**config.mk**
```make
export PLATFORM = sky130hd
export DESIGN_NAME = order_manager
export DESIGN_NICKNAME = d
export VERILOG_FILES = /design/src/rtl/order_pkg.sv /design/src/rtl/order_fifo.sv /design/src/rtl/order_manager.sv
export SDC_FILE = /design/constraint.sdc
export NUM_CORES = 1
export LEC_CHECK = 0
export ABC_CLOCK_PERIOD_IN_PS = 5100
export CAP_MARGIN = 20
export CORE_MARGIN = 5
export CORE_UTILIZATION = 45
export CTS_CLUSTER_DIAMETER = 30
export DETAILED_ROUTE_END_ITERATION = 8
export DONT_BUFFER_PORTS = 1
export GPL_ROUTABILITY_DRIVEN = 0
export SYNTH_ARGS = -nofsm -noshare
export SYNTH_HDL_FRONTEND = slang
export SYNTH_SLANG_ARGS = --single-unit
```
**constraint.sdc**
```tcl
create_clock -name clk -period 5.1 [get_ports clk]
set_clock_uncertainty 0.1 [all_clocks]
set_input_delay 0.51 -clock clk [delete_from_list [all_inputs] [get_ports clk]]
set_output_delay 0.51 -clock clk [all_outputs]
set_load 0.005 [all_outputs]
```
**src/rtl/order_pkg.sv**
```systemverilog
// Shared signal/position/side codes and the packed order entry used by order_manager.
package order_pkg;

   typedef enum logic [1:0] {
      SIG_HOLD = 2'b00,
      SIG_BUY  = 2'b01,
      SIG_ILL  = 2'b10,
      SIG_SELL = 2'b11
   } sig_code_e;

   typedef enum logic [1:0] {
      POS_FLAT  = 2'b00,
      POS_LONG  = 2'b01,
      POS_SHORT = 2'b11
   } pos_e;

   typedef enum logic {
      SIDE_BUY  = 1'b0,
      SIDE_SELL = 1'b1
   } side_e;

   localparam int QTY_W   = 9;
   localparam int PRICE_W = 32;
   localparam int ORD_W   = 1 + QTY_W + PRICE_W;

   typedef struct packed {
      side_e              side;
      logic [QTY_W-1:0]   qty;
      logic [PRICE_W-1:0] price;
   } order_t;

   function automatic logic [15:0] sat_inc16(input logic [15:0] v);
      return (v == 16'hFFFF) ? v : v + 16'd1;
   endfunction

endpackage

```
**src/rtl/order_fifo.sv**
```systemverilog
// Show-ahead order FIFO: head is presented combinationally, outputs read 0 when empty.
// Full is judged on the current level, so a same-cycle pop never makes room for a push.
module order_fifo #(
   parameter int WIDTH = 42,
   parameter int DEPTH = 4
) (
   input  logic                     clk,
   input  logic                     rst_n,
   input  logic                     i_push,
   input  logic [WIDTH-1:0]         i_data,
   input  logic                     i_pop,
   output logic [WIDTH-1:0]         o_data,
   output logic                     o_full,
   output logic                     o_empty,
   output logic [$clog2(DEPTH):0]   o_level
);

   localparam int AW = (DEPTH > 1) ? $clog2(DEPTH) : 1;

   logic [WIDTH-1:0] r_mem [DEPTH];
   logic [AW-1:0]    r_wr_ptr;
   logic [AW-1:0]    r_rd_ptr;
   logic [AW:0]      r_level;
   logic             w_do_push;
   logic             w_do_pop;

   assign o_full    = (r_level == (AW+1)'(DEPTH));
   assign o_empty   = (r_level == '0);
   assign w_do_push = i_push & ~o_full;
   assign w_do_pop  = i_pop & ~o_empty;

   always_ff @(posedge clk) begin
      if (w_do_push)
         r_mem[r_wr_ptr] <= i_data;
   end

   always_ff @(posedge clk or negedge rst_n) begin
      if (!rst_n) begin
         r_wr_ptr <= '0;
         r_rd_ptr <= '0;
         r_level  <= '0;
      end else begin
         if (w_do_push)
            r_wr_ptr <= r_wr_ptr + AW'(1);
         if (w_do_pop)
            r_rd_ptr <= r_rd_ptr + AW'(1);
         case ({w_do_push, w_do_pop})
            2'b10:   r_level <= r_level + (AW+1)'(1);
            2'b01:   r_level <= r_level - (AW+1)'(1);
            default: r_level <= r_level;
         endcase
      end
   end

   assign o_data  = o_empty ? '0 : r_mem[r_rd_ptr];
   assign o_level = r_level;

endmodule

```
**src/rtl/order_manager.sv**
```systemverilog
// Turns HOLD/BUY/SELL beats into sized orders, tracks position/entry/realized PnL.
// Optional signal cooldown after each accepted order: define ORDER_COOLDOWN_EN.
module order_manager
   import order_pkg::*;
#(
   parameter int QTY      = 1,
   parameter int DEPTH    = 4,
   parameter int PNL_W    = 48,
   parameter int COOLDOWN = 8
) (
   input  logic                     clk,
   input  logic                     rst_n,
   input  logic                     sig_valid,
   input  logic [1:0]               sig_code,
   input  logic [31:0]              sig_price,
   output logic                     ord_valid,
   input  logic                     ord_ready,
   output logic                     ord_side,
   output logic [8:0]               ord_qty,
   output logic [31:0]              ord_price,
   output logic [1:0]               position,
   output logic signed [PNL_W-1:0]  pnl,
   output logic [15:0]              drop_cnt,
   output logic [15:0]              err_cnt,
   output logic [$clog2(DEPTH):0]   fifo_level
);

   if (QTY < 1 || QTY > 255 || DEPTH < 2 || (DEPTH & (DEPTH - 1)) != 0 || COOLDOWN < 0)
   begin : g_bad_params
      $error("order_manager: unsupported parameter set");
   end

   localparam int                PROD_W = 33 + 10;
   localparam logic signed [9:0] QTY_S  = 10'(QTY);

   pos_e                     r_pos;
   logic [31:0]              r_entry;
   logic signed [PNL_W-1:0]  r_pnl;
   logic [15:0]              r_drop_cnt;
   logic [15:0]              r_err_cnt;

   logic                     w_buy;
   logic                     w_sell;
   logic                     w_ill;
   logic                     w_block;
   logic                     w_want;
   logic                     w_rev;
   logic                     w_push;
   logic                     w_full;
   logic                     w_empty;
   logic signed [32:0]       w_diff;
   logic signed [PROD_W-1:0] w_prod;
   logic signed [PNL_W-1:0]  w_pnl_delta;
   order_t                   w_ord_in;
   order_t                   w_ord_head;

   assign w_buy  = sig_valid && (sig_code == SIG_BUY);
   assign w_sell = sig_valid && (sig_code == SIG_SELL);
   assign w_ill  = sig_valid && (sig_code == SIG_ILL);

   // An order exists only when the signal moves us to a different position.
   assign w_want = ((w_buy && r_pos != POS_LONG) || (w_sell && r_pos != POS_SHORT)) && !w_block;
   assign w_rev  = (w_buy && r_pos == POS_SHORT) || (w_sell && r_pos == POS_LONG);
   assign w_push = w_want && !w_full;

   assign w_diff = (r_pos == POS_LONG) ?
                   ($signed({1'b0, sig_price}) - $signed({1'b0, r_entry})) :
                   ($signed({1'b0, r_entry}) - $signed({1'b0, sig_price}));
   assign w_prod      = PROD_W'(w_diff) * PROD_W'(QTY_S);
   assign w_pnl_delta = PNL_W'(w_prod);

   assign w_ord_in.side  = w_sell ? SIDE_SELL : SIDE_BUY;
   assign w_ord_in.qty   = w_rev ? QTY_W'(2 * QTY) : QTY_W'(QTY);
   assign w_ord_in.price = sig_price;

`ifdef ORDER_COOLDOWN_EN
   localparam int CW = (COOLDOWN > 0) ? $clog2(COOLDOWN + 1) : 1;
   logic [CW-1:0] r_cool;

   always_ff @(posedge clk or negedge rst_n) begin
      if (!rst_n)
         r_cool <= '0;
      else if (w_push)
         r_cool <= CW'(COOLDOWN);
      else if (r_cool != '0)
         r_cool <= r_cool - CW'(1);
   end

   assign w_block = (r_cool != '0);
`else
   assign w_block = 1'b0;
`endif

   always_ff @(posedge clk or negedge rst_n) begin
      if (!rst_n) begin
         r_pos      <= POS_FLAT;
         r_entry    <= '0;
         r_pnl      <= '0;
         r_drop_cnt <= '0;
         r_err_cnt  <= '0;
      end else begin
         if (w_push) begin
            r_pos   <= w_buy ? POS_LONG : POS_SHORT;
            r_entry <= sig_price;
            if (w_rev)
               r_pnl <= r_pnl + w_pnl_delta;
         end
         if (w_want && w_full)
            r_drop_cnt <= sat_inc16(r_drop_cnt);
         if (w_ill)
            r_err_cnt <= sat_inc16(r_err_cnt);
      end
   end

   order_fifo #(
      .WIDTH (ORD_W),
      .DEPTH (DEPTH)
   ) u_fifo (
      .clk     (clk),
      .rst_n   (rst_n),
      .i_push  (w_push),
      .i_data  (w_ord_in),
      .i_pop   (ord_ready),
      .o_data  (w_ord_head),
      .o_full  (w_full),
      .o_empty (w_empty),
      .o_level (fifo_level)
   );

   assign ord_valid = ~w_empty;
   assign ord_side  = w_ord_head.side;
   assign ord_qty   = w_ord_head.qty;
   assign ord_price = w_ord_head.price;
   assign position  = r_pos;
   assign pnl       = r_pnl;
   assign drop_cnt  = r_drop_cnt;
   assign err_cnt   = r_err_cnt;

endmodule

```
* Yosys cells after proc, flatten, opt, wreduce, memory -nomap -nowiden
Memory sizes are Yosys's and may differ from the RTL's. Cells that the tools add are included.
Cells by class: add/sub/neg operators 9, eq/ne operators 12, multiplexer cells 8, bitwise logic cells 6, reductions and logical operators 17
Operators with widths (count):
- 32-bit by 32-bit subtractor with 33-bit output | 2
- 48-bit by 33-bit adder with 48-bit output | 1
- 42-bit two-way mux | 1
- 33-bit two-way mux | 1
- 16-bit by 1-bit adder with 16-bit output, second input constant | 2
- 16-bit equality test, second input constant | 2
- 1-bit logical AND | 9
- 2-bit equality test, second input constant | 4
- 2-bit by 1-bit equality test with 1-bit output, second input constant | 3
- 3-bit case mux with 2 select lines | 1
- 2-bit AND reduction | 3
- 2-bit by 1-bit adder with 2-bit output, second input constant | 2
- 2-bit two-way mux | 2
- 1-bit inverter | 4
- 3-bit by 1-bit adder with 3-bit output, second input constant | 1
- 3-bit equality test, second input constant | 1
- 3-bit zero test | 1
- 1-bit two-way mux | 3
- 3-bit by 1-bit subtractor with 3-bit output, second input constant | 1
- 1-bit bitwise AND | 2
- 1-bit logical OR | 2
- 2-bit by 1-bit != test with 1-bit output, second input constant | 1
- 2-bit != test, second input constant | 1
- 2-bit nonzero test | 1
- 1-bit zero test | 1
Word-level totals: bits in registers 121, bits in writable memories 140, input port bits 38, output and inout bits 128, memories 1
Memory list:
- u_fifo.r_mem | depth 4, bits a word 35, read ports 1, clocked after Yosys merged registers in 0, wr ports 1, RTL line order_fifo.sv:20 | logic [WIDTH-1:0] r_mem [DEPTH];

* Depth between registers and ports, before layout
Gate-level depths: netlist (run 1).
word-level depth 8, depth in mapped cells 23

* Hierarchy
A second synthesis (run 1) with hierarchy kept.
Unflattened totals: cell total of the unflattened synthesis 1670, area, all modules 17737.0 um2
Modules (own cells, without submodules):
- order_manager | times used 1, cells an instance 1365, area each 10915.5 um2, seq. area each 2852.7 um2
- order_fifo | times used 1, cells an instance 305, area each 6821.5 um2, seq. area each 5220.0 um2

* Worst setup path before layout (run 1)
Ideal clock, no wire load.
path kind input to register, start input sig_price[0], end register r_pnl[43] (netlist: pnl[43]), setup time 0.135 ns, arrival 4.752 ns, data required time 4.865 ns, slack 0.114 ns, stages 21, cell sequence inv_1 > ha_1 > inv_1 > fa_1 > a21o_1 > a2111oi_4 > o21ai_1 > a221o_1 > a41o_1 > o2bb2ai_2 > ha_1 > clkbuf_1 > a21o_1 > nand2b_1 > or3b_2 > o21ai_0 > a21o_1 > nand2_1 > a31oi_1 > xor2_1 > o21ai_0
On the way: cells in the longest elaborated chain, start to end 3, elaborated cells on any way between the ends 4
Ends and longest elaborated chain:
- start: declaration | RTL line order_manager.sv:15 | input logic [31:0] sig_price,
- 32-bit by 32-bit subtractor with 33-bit output, on equally long branches | RTL line order_manager.sv:68, order_manager.sv:67
- 33-bit two-way mux (*) | RTL line order_manager.sv:66 | assign w_diff = (r_pos == POS_LONG) ?
- 48-bit by 33-bit adder with 48-bit output (*) | RTL line order_manager.sv:106 | r_pnl <= r_pnl + w_pnl_delta;
- end signal: assignment | RTL line order_manager.sv:106
- end: declaration | RTL line order_manager.sv:38 | logic signed [PNL_W-1:0] r_pnl;
Every way passes the cells marked *; elsewhere a longest branch is shown, timed or not. A chain may end at the register's enable or synchronous reset.

* Worst setup path after layout (run 1)
start register r_entry[0], end register r_pnl[40] (netlist: pnl[40])
On the way: cells in the longest elaborated chain, start to end 3, elaborated cells on any way between the ends 4
Ends and longest elaborated chain:
- start: declaration | RTL line order_manager.sv:37 | logic [31:0] r_entry;
- start signal: assignment | RTL line order_manager.sv:104 | r_entry <= sig_price;
- 32-bit by 32-bit subtractor with 33-bit output, on equally long branches | RTL line order_manager.sv:68, order_manager.sv:67
- 33-bit two-way mux (*) | RTL line order_manager.sv:66
- 48-bit by 33-bit adder with 48-bit output (*) | RTL line order_manager.sv:106
Marks and branches as above.

==> results of run 1 <==
cell usage after synthesis, types with 5 or more instances:
library cell    n  share of area [%]
buf_4           7               0.32
buf_1           5               0.11
mux2i_1         5               0.31
nor2_1         88                2.0
and2_1         44                1.7
clkbuf_1       64                1.5
nand2_1       176                4.0
o21bai_1       24                1.1
nand3_1        23               0.70
o21ai_0       139                4.2
edfxtp_1      140                 26
inv_1          99                2.3
a21boi_0        7               0.32
a31oi_1        18               0.69
a2111oi_0       5               0.27
ha_1          129                9.9
and3_1         15               0.57
nand4_1        31                1.2
xor2_1         52                2.8
nand2b_1        9               0.34
a21o_1         54                2.5
a21oi_1       125                3.8
o211ai_1        8               0.37
o21ai_1         6               0.18
nor3_1         17               0.52
xnor2_1        59                3.2
mux4_2         35                4.8
mux2_2          5               0.34
o31ai_1         8               0.37
dfrtp_1       121                 18
a211oi_1       13               0.60
o21a_1          5               0.23
nor2b_1        13               0.50
sequential cells by signal (all words and copies together) (netlist names):
signal / cells
drop_cnt: 16
u_fifo.r_wr_ptr: 2
position: 2
u_fifo.r_mem: 140
u_fifo.o_level: 3
r_entry: 32
pnl: 48
u_fifo.r_rd_ptr: 2
err_cnt: 16
worst register-to-register path, stage by stage (launching register included):
cell and delay, ps:
dfrtp_1 350, buf_6 110, ha_4 110, inv_2 30, fa_2 350, a21o_1 230, a2111oi_4 430, o21ai_2 120
a221o_1 410, a31oi_1 190, a21o_1 140, o211ai_1 130, xor2_1 230, ha_1 250, a21oi_2 130, o21ai_1 100
or4_4 420, a21o_1 190, a32o_1 210, a31oi_1 210, buf_4 180, a31oi_1 100, xnor2_1 150, o21ai_1 70
cell usage in the layout, fill, tap and decap left out, types with 15 or more instances in the layout:
| cell type | count |
|---|---|
| nand2_1 | 172 |
| edfxtp_1 | 140 |
| o21ai_0 | 131 |
| ha_1 | 124 |
| dfrtp_1 | 120 |
| a21oi_1 | 114 |
| buf_4 | 111 |
| inv_1 | 98 |
| nor2_1 | 86 |
| xnor2_1 | 58 |
| clkbuf_16 | 57 |
| a21o_1 | 54 |
| xor2_1 | 50 |
| and2_1 | 44 |
| mux4_2 | 35 |
| dlygate4sd3_1 | 34 |
| nand4_1 | 31 |
| o21bai_1 | 24 |
| nand3_1 | 22 |
| and3_1 | 15 |
| nor3_1 | 15 |
what timing repair did:
action	CTS	global route
pin swaps	1	34
buffers inserted	0	7
hold buffers	35	0
resized for setup	1	73
gates cloned	0	0
endpoints found under the hold margin	282	0
endpoints found under the setup margin	4	21
metal layers:
metal  up-vias  routed length, um
met3        78               2845
met5         -                  0
li1       6142                  -
met2       361              20540
met4         0               1166
met1      6124              20010
worst paths after layout:
kind                                        start                 endpoint  cells after the start
max                        r_entry[0]$_DFFE_PN0P_      pnl[40]$_DFFE_PN0P_                     23
min reg2reg                   pnl[47]$_DFFE_PN0P_      pnl[47]$_DFFE_PN0P_                      1
min                                     sig_valid  position[1]$_DFFE_PN0P_                      3
max in group asynchronous                   rst_n       pnl[7]$_DFFE_PN0P_                      2
min in group asynchronous                   rst_n   err_cnt[7]$_DFFE_PN0P_                      2
max reg2reg                r_entry[0]$_DFFE_PN0P_      pnl[40]$_DFFE_PN0P_                     23
through the flow:
stage               cells  TNS (ps)  hold WS, ps  utilization (%)  cell area (um2)
floorplan            1629         0        114.4                -            16400
detailed placement   2117     -1003        118.0            48.88            17470
finish               2267         0        88.34            56.84            20320
global route         2267    -886.0        113.0            56.84            20320
global placement     2117     -1388        118.0            48.88            17470
CTS                  2260         0        58.67            55.79            19940
logic make-up after synthesis:
kind of cell               count (synthesis)  synth area share [%]
xor gates and xnor gates                 111                 5.938
other                                      1               0.02290
muxes                                     45                 5.464
DFF                                      261                 44.17
and+or+nand+nor                          437                 12.53
buffers and inverters                    178                 4.264
adders and majority gates                133                 10.35
AOI/OAI and AO/OA                        457                 17.26
layout make-up:
class | count | area, um2 | share of cell area [%]
Timing Repair Buffer | 148 | 1232 | 6.066
Tap cell | 461 | 576.8 | 2.839
Clock buffer | 62 | 1475 | 7.261
Multi-Input combinational cell | 1190 | 8805 | 43.34
Clock inverter | 46 | 623.1 | 3.067
Inverter | 99 | 371.6 | 1.829
Sequential cell | 261 | 7233 | 35.60
==> flow_summary.ini, run 1 <==
[run_status]
outcome = finished, final reports clean

[synthesis]
yosys_warnings = 0
syn_avg_cell_area_um2 = 10.09
synth_seq_area_share_pct = 44.17
synth-edff-count = 140
syn_inst = 1623
yosys_most_used_dff = edfxtp_1
synth_seq_cells = 261
yosysUniqueCellTypes = 72
synth_async_sr_flop_share_pct = 46.36
synthesis.area_mm2 = 0.01637

[placed_design]
hpwl_mm = 31.31
dp_worst_setup_slack_ps = -187.6
port_buffers = 0

[floorplan]
fp.dieW_um = 200.8
fp.coreArea_mm2 = 0.03574
start_util_pct = 45.81
fp.dieArea_mm2 = 0.04030
num_rows = 69
num_io_pins = 166
dieHeight_um = 200.8

[sta]
min_period_ps = 5088
setup_ws_ps = 12.12
timing.final.crit_share_pct = 99.76
rsz0062_at_grt = yes
slew_headroom_pct = 50.47
slew_violations = 0
finalSetupViolCount = 0
hold_violations = 0
max_freq_mhz = 196.5
max_slew.worst_pin.slew_ps = 740.4

[worst_setup_path]
rrSetupSlack_ps = 10
cp_max_fo = 4
critPathKind = register to register
crit_buf_inv = 3
start_kind = register
critPathCaptureType = register
cp_cell_sequence = buf_6 -> ha_4 -> inv_2 -> fa_2 -> a21o_1 -> a2111oi_4 -> o21ai_2 -> a221o_1 -> a31oi_1 -> a21o_1 -> o211ai_1 -> xor2_1 -> ha_1 -> a21oi_2 -> o21ai_1 -> or4_4 -> a21o_1 -> a32o_1 -> a31oi_1 -> buf_4 -> a31oi_1 -> xnor2_1 -> o21ai_1
required_ps = 5430
critPathTopFamily = compound AO/OA/AOI/OAI gates
slowest_stage = a2111oi_4
max_stage_delay_ps = 430
worstPathArrival_ps = 5420

[clock_network]
clk_latency_ps = 590
cts_made_buffers = 57
clockRootBuffer = clkbuf_16
clk_pin_slew_ps = 40
cts_buffer_depth = 3
cts_tree = done
htree_levels = 2
cts.sinks = 261

[global_routing]
grtUsageMet2_pct = 35.09
grt_pass1_vias = 12930
grt_max_degree = 122
met1_usage_pct = 29.21
grt_pass1_wl_mm = 70.95
grt-busiest-layer = met2
use_met3_pct = 5.493
globalRouteOverflowTotal = 0
grt_use_total_pct = 21.74
antenna_found_initial = 0

[routing]
drt_iter0_markers = 768
postRouteAntennaNets = 0
wl_per_cell_um = 19.66
firstDrtPassIters = 5
vias = 12710
drc = 0
wl_mm = 44.57
drt-vias-per-instance = 5.604

[final_layout]
synthToLayoutAreaGrowth_pct = 24.09
fillCellCount = 3053
antennaDiodeCount = 0
post_route_cells_drive_above_1_share_pct = 18.11
nets = 1928

[run]
drv_cap = 0

[min_path]
hold_class = input port to register
Power of run 1 is left out: the tool's default activity adds up to more than one toggle a clock period on the data nets, which glitch-free logic cannot reach.
==> inputs of run 2 (changes only) <==
Settings changed: ABC_CLOCK_PERIOD_IN_PS 5100 to 4600.
Clock period 5.1 ns to 4.6 ns, I/O delays scaled along.
==> flow_summary.ini, run 2 (synthesis results as in run 1) <==
[run_status]
outcome = finished, violations left
violations = setup timing

[sta]
setup_ws_ps = -394.0
finalSetupViolCount = 24
rsz0062_at_grt = yes
whs_ps = 34.67
max_freq_mhz = 200.2
max_slew.worst_pin.slew_ps = 1026
min_period_ps = 4994
timing.final.crit_share_pct = 108.6
slew_violations = 0
hold_violations = 0
slew_headroom_pct = 31.59

[placed_design]
hpwl_mm = 32.86
port_buffers = 0
dpl_cell_area_mm2 = 0.01877

[global_routing]
grt_use_total_pct = 22.96
grt_max_degree = 122
grt_pass1_wl_mm = 75.50
antenna_found_initial = 0
grt_pass1_vias = 13940
globalRouteOverflowTotal = 0

[floorplan]
fp.coreArea_mm2 = 0.03574
num_rows = 69
num_io_pins = 166
dieHeight_um = 200.8
fp.dieW_um = 200.8
fp.dieArea_mm2 = 0.04030
start_util_pct = 45.81

[worst_setup_path]
start_kind = register
worstPathArrival_ps = 5360
required_ps = 4960
critPathCaptureType = register
slowest_stage = or4_4
cp_cell_sequence = buf_6 -> ha_4 -> inv_2 -> fa_2 -> a21o_1 -> a2111oi_4 -> o21ai_1 -> a221o_1 -> mux2i_1 -> o22ai_2 -> a31oi_4 -> o311ai_4 -> xor2_4 -> ha_4 -> or4_4 -> a21o_1 -> a32o_2 -> a31oi_4 -> a31oi_1 -> xnor2_1 -> o21ai_1
max_stage_delay_ps = 480
crit_buf_inv = 2
critPathTopFamily = compound AO/OA/AOI/OAI gates
cp_max_fo = 3
critPathKind = register to register

[final_layout]
multiInputGateArea_mm2 = 0.009155
final_cell_mix = buf_4, nand2_1, edfxtp_1
fin_area_mm2 = 0.02220
regMostFlops = u_fifo.r_mem
final_common_cell = buf_4
seq_area_mm2 = 0.007233
nets = 2119
post_route_cells_drive_above_1_share_pct = 27.71
antennaDiodeCount = 0
fillCellCount = 2890
largest_reg_flops = 140
synthToLayoutAreaGrowth_pct = 35.58

[run]
drv_cap = 0

[routing]
drt_iter0_markers = 623
wl_per_cell_um = 19.17
vias = 13500
postRouteAntennaNets = 0
drt-vias-per-instance = 5.487
firstDrtPassIters = 5
wl_mm = 47.15
drc = 0

[min_path]
hold_class = input port to register

[clock_network]
cts_made_buffers = 60
clockRootBuffer = clkbuf_16
clk_pin_slew_ps = 40
cts_buffer_depth = 3
cts.sinks = 261
cts_tree = done
htree_levels = 2
clk_latency_ps = 600
-- run 2: cell types whose count changed in the layout (fill, tap and decap cells not counted), sizes merged --
| cell | before | now |
|---|---|---|
| clkbuf | 62 | 73 |
| inv | 109 | 106 |
| buf | 114 | 302 |
| clkinv | 16 | 23 |
| bufinv | 11 | 9 |
| clkinvlp | 9 | 1 |
-- run 2: routing by layer --
| layer | global-route usage, % | share of wire, % | up-vias |
|---|---|---|---|
| li1 | - | - | 6527 |
| met3 | 5.994 | 6.2 | 72 |
| met1 | 29.85 | 44 | 6538 |
| met5 | 0 | 0 | - |
| met2 | 38.22 | 48 | 361 |
| met4 | 6.490 | 2.4 | 0 |
-- run 2: metrics by stage --
step	setup WS, ps	setup TNS [ps]	std cells	utilization, %
after CTS	-295.6	-3639	2449	61.02
after detailed placement	-663.9	-11890	2280	52.50
after global routing	-617.8	-10760	2460	62.11
after global placement	-655.7	-11390	2280	52.50
final	-394.0	-6068	2460	62.11
after floorplan	-61.80	-103.9	1629	-
-- run 2: worst paths after layout --
check / from / to / slack [ps] / cells past startpoint
worst max-delay path: r_entry[0]$_DFFE_PN0P_ / pnl[40]$_DFFE_PN0P_ / -390 / 21
worst min-delay path: sig_valid / position[1]$_DFFE_PN0P_ / 30 / 3
worst max register to register: r_entry[0]$_DFFE_PN0P_ / pnl[40]$_DFFE_PN0P_ / -390 / 21
worst min register to register: u_fifo.r_rd_ptr[1]$_DFFE_PN0P_ / u_fifo.r_rd_ptr[1]$_DFFE_PN0P_ / 410 / 1
max in group asynchronous: rst_n / r_entry[7]$_DFFE_PN0P_ / 3410 / 2
min in group asynchronous: rst_n / drop_cnt[13]$_DFFE_PN0P_ / 390 / 2
-- run 2: area by class of cell --
| class | instances | area share [%] |
|---|---|---|
| clock buffer | 73 | 7.344 |
| clock inverter | 40 | 2.277 |
| inverter | 99 | 1.730 |
| multi-input combinational | 1190 | 41.24 |
| sequential | 261 | 32.58 |
| tap | 461 | 2.598 |
| timing repair buffer | 336 | 12.23 |
-- run 2: what timing repair did --
item,in CTS,in global routing
setup buffers,22,10
hold buffers,35,0
gates resized for setup,83,66
endpoints found under the setup margin,28,32
pin swaps,71,45
endpoints found under the hold margin,282,0
-- run 2: worst register-to-register path: stages, from the launching register on --
cell       delay (ps)
dfrtp_1           360
buf_6             110
ha_4              110
inv_2              30
fa_2              340
a21o_1            220
a2111oi_4         340
o21ai_1           140
a221o_1           390
mux2i_1           240
o22ai_2           160
a31oi_4           210
o311ai_4          150
xor2_4            210
ha_4              200
or4_4             480
a21o_1            210
a32o_2            240
a31oi_4           230
a31oi_1           140
xnor2_1           180
o21ai_1            70
Power of run 2 is left out for the same reason.
==> inputs of run 3 (changes only) <==
Settings changed: ABC_CLOCK_PERIOD_IN_PS 4600 to 4940.
Clock period 4.6 ns to 4.94 ns, I/O delays scaled along.
==> flow_summary.ini, run 3 (synthesis results as in run 1) <==
[routing]
drc = 0
vias = 12930
wl_per_cell_um = 19.00
drt-vias-per-instance = 5.484
firstDrtPassIters = 5
drt_iter0_markers = 870
wl_mm = 44.78
postRouteAntennaNets = 0

[sta]
max_slew.worst_pin.slew_ps = 1011
finalSetupViolCount = 8
slew_violations = 0
timing.final.crit_share_pct = 102.6
max_freq_mhz = 197.3
setup_ws_ps = -129.7
hold_violations = 0
slew_headroom_pct = 32.60
whs_ps = 39.37
min_period_ps = 5070
rsz0062_at_grt = yes

[global_routing]
grt_use_total_pct = 21.90
grt_pass1_vias = 13160
antenna_found_initial = 0
globalRouteOverflowTotal = 0
grt_pass1_wl_mm = 71.69
grt_max_degree = 122

[worst_setup_path]
required_ps = 5320
cp_cell_sequence = buf_6 -> ha_4 -> inv_2 -> fa_2 -> a21o_1 -> a2111oi_4 -> o21ai_2 -> a221o_1 -> mux2i_1 -> o22ai_2 -> a31oi_4 -> buf_6 -> xnor2_4 -> ha_4 -> and4_1 -> nor2b_4 -> inv_1 -> o22ai_1 -> a31o_2 -> a31oi_2 -> buf_4 -> buf_4 -> or4_1 -> nand3_1
slowest_stage = or4_1
critPathTopFamily = compound AO/OA/AOI/OAI gates
critPathCaptureType = register
worstSetupPathDepth = 24
reg2reg_depth = 24
start_kind = register
crit_buf_inv = 6
worstPathArrival_ps = 5450
cp_max_fo = 4
critPathKind = register to register
max_stage_delay_ps = 460

[clock_network]
clk_latency_ps = 560
clockRootBuffer = clkbuf_16
clk_pin_slew_ps = 40
cts_buffer_depth = 3
cts_tree = done
cts_made_buffers = 66
htree_levels = 3
cts.sinks = 261

[final_layout]
final_common_cell = buf_4
nets = 2016
regMostFlops = u_fifo.r_mem
antennaDiodeCount = 0
synthToLayoutAreaGrowth_pct = 29.81
largest_reg_flops = 140
final_cell_mix = buf_4, nand2_1, edfxtp_1
post_route_cells_drive_above_1_share_pct = 22.10
instances_no_fill = 2357

[floorplan]
fp.coreArea_mm2 = 0.03574
fp.dieW_um = 200.8
num_rows = 69
start_util_pct = 45.81
fp.dieArea_mm2 = 0.04030
num_io_pins = 166
dieHeight_um = 200.8

[min_path]
hold_class = input port to register
holdPathStages = 2

[run_status]
violations = setup timing
outcome = finished, violations left

[placed_design]
hpwl_mm = 32.03
dp_worst_setup_slack_ps = -220.3
place_inst = 2195
port_buffers = 0

[run]
drv_cap = 0
-- run 3: cell type report --
type                            instances  area [um2]
Fill cell                            3072       14490
Sequential cell                       261        7233
Timing Repair Buffer                  227        1827
Multi-Input combinational cell       1190        8915
Clock buffer                           86        1871
Inverter                               99       371.6
Clock inverter                         33       460.4
Tap cell                              461       576.8
-- run 3: final timing paths --
path	from	slack (ps)	end
max	r_entry[0]$_DFFE_PN0P_	-130	pnl[44]$_DFFE_PN0P_
min	sig_code[1]	40	position[1]$_DFFE_PN0P_
max reg2reg	r_entry[0]$_DFFE_PN0P_	-130	pnl[44]$_DFFE_PN0P_
min reg2reg	pnl[47]$_DFFE_PN0P_	410	pnl[47]$_DFFE_PN0P_
max in group asynchronous	rst_n	3750	pnl[7]$_DFFE_PN0P_
min in group asynchronous	rst_n	420	drop_cnt[5]$_DFFE_PN0P_
-- run 3: per-layer routing --
layer / wire (um) / GRT usage (%) / vias up
met2: 20800 / 34.90 / 313
li1: - / - / 6333
met5: 0 / 0 / -
met1: 20490 / 29.66 / 6217
met4: 856 / 6.981 / 0
met3: 2634 / 5.396 / 63
-- run 3: through the flow --
stage / setup TNS [ps] / utilization [%] / instance area (um2)
after CTS: -4.766 / 58.24 / 20820
after global routing: -4636 / 59.47 / 21250
after global placement: -1562 / 50.56 / 18070
after floorplan: 0 / - / 16410
after detailed placement: -1987 / 50.56 / 18070
final: -425.3 / 59.47 / 21250
-- run 3: what timing repair did --
action / 4_1_cts / 5_1_grt
gates resized for setup: 12 / 80
setup endpoints to repair: 14 / 23
buffers inserted: 0 / 9
hold endpoints to repair: 281 / 0
pin swaps: 11 / 51
hold buffers: 34 / 0
Power of run 3 is left out for the same reason.
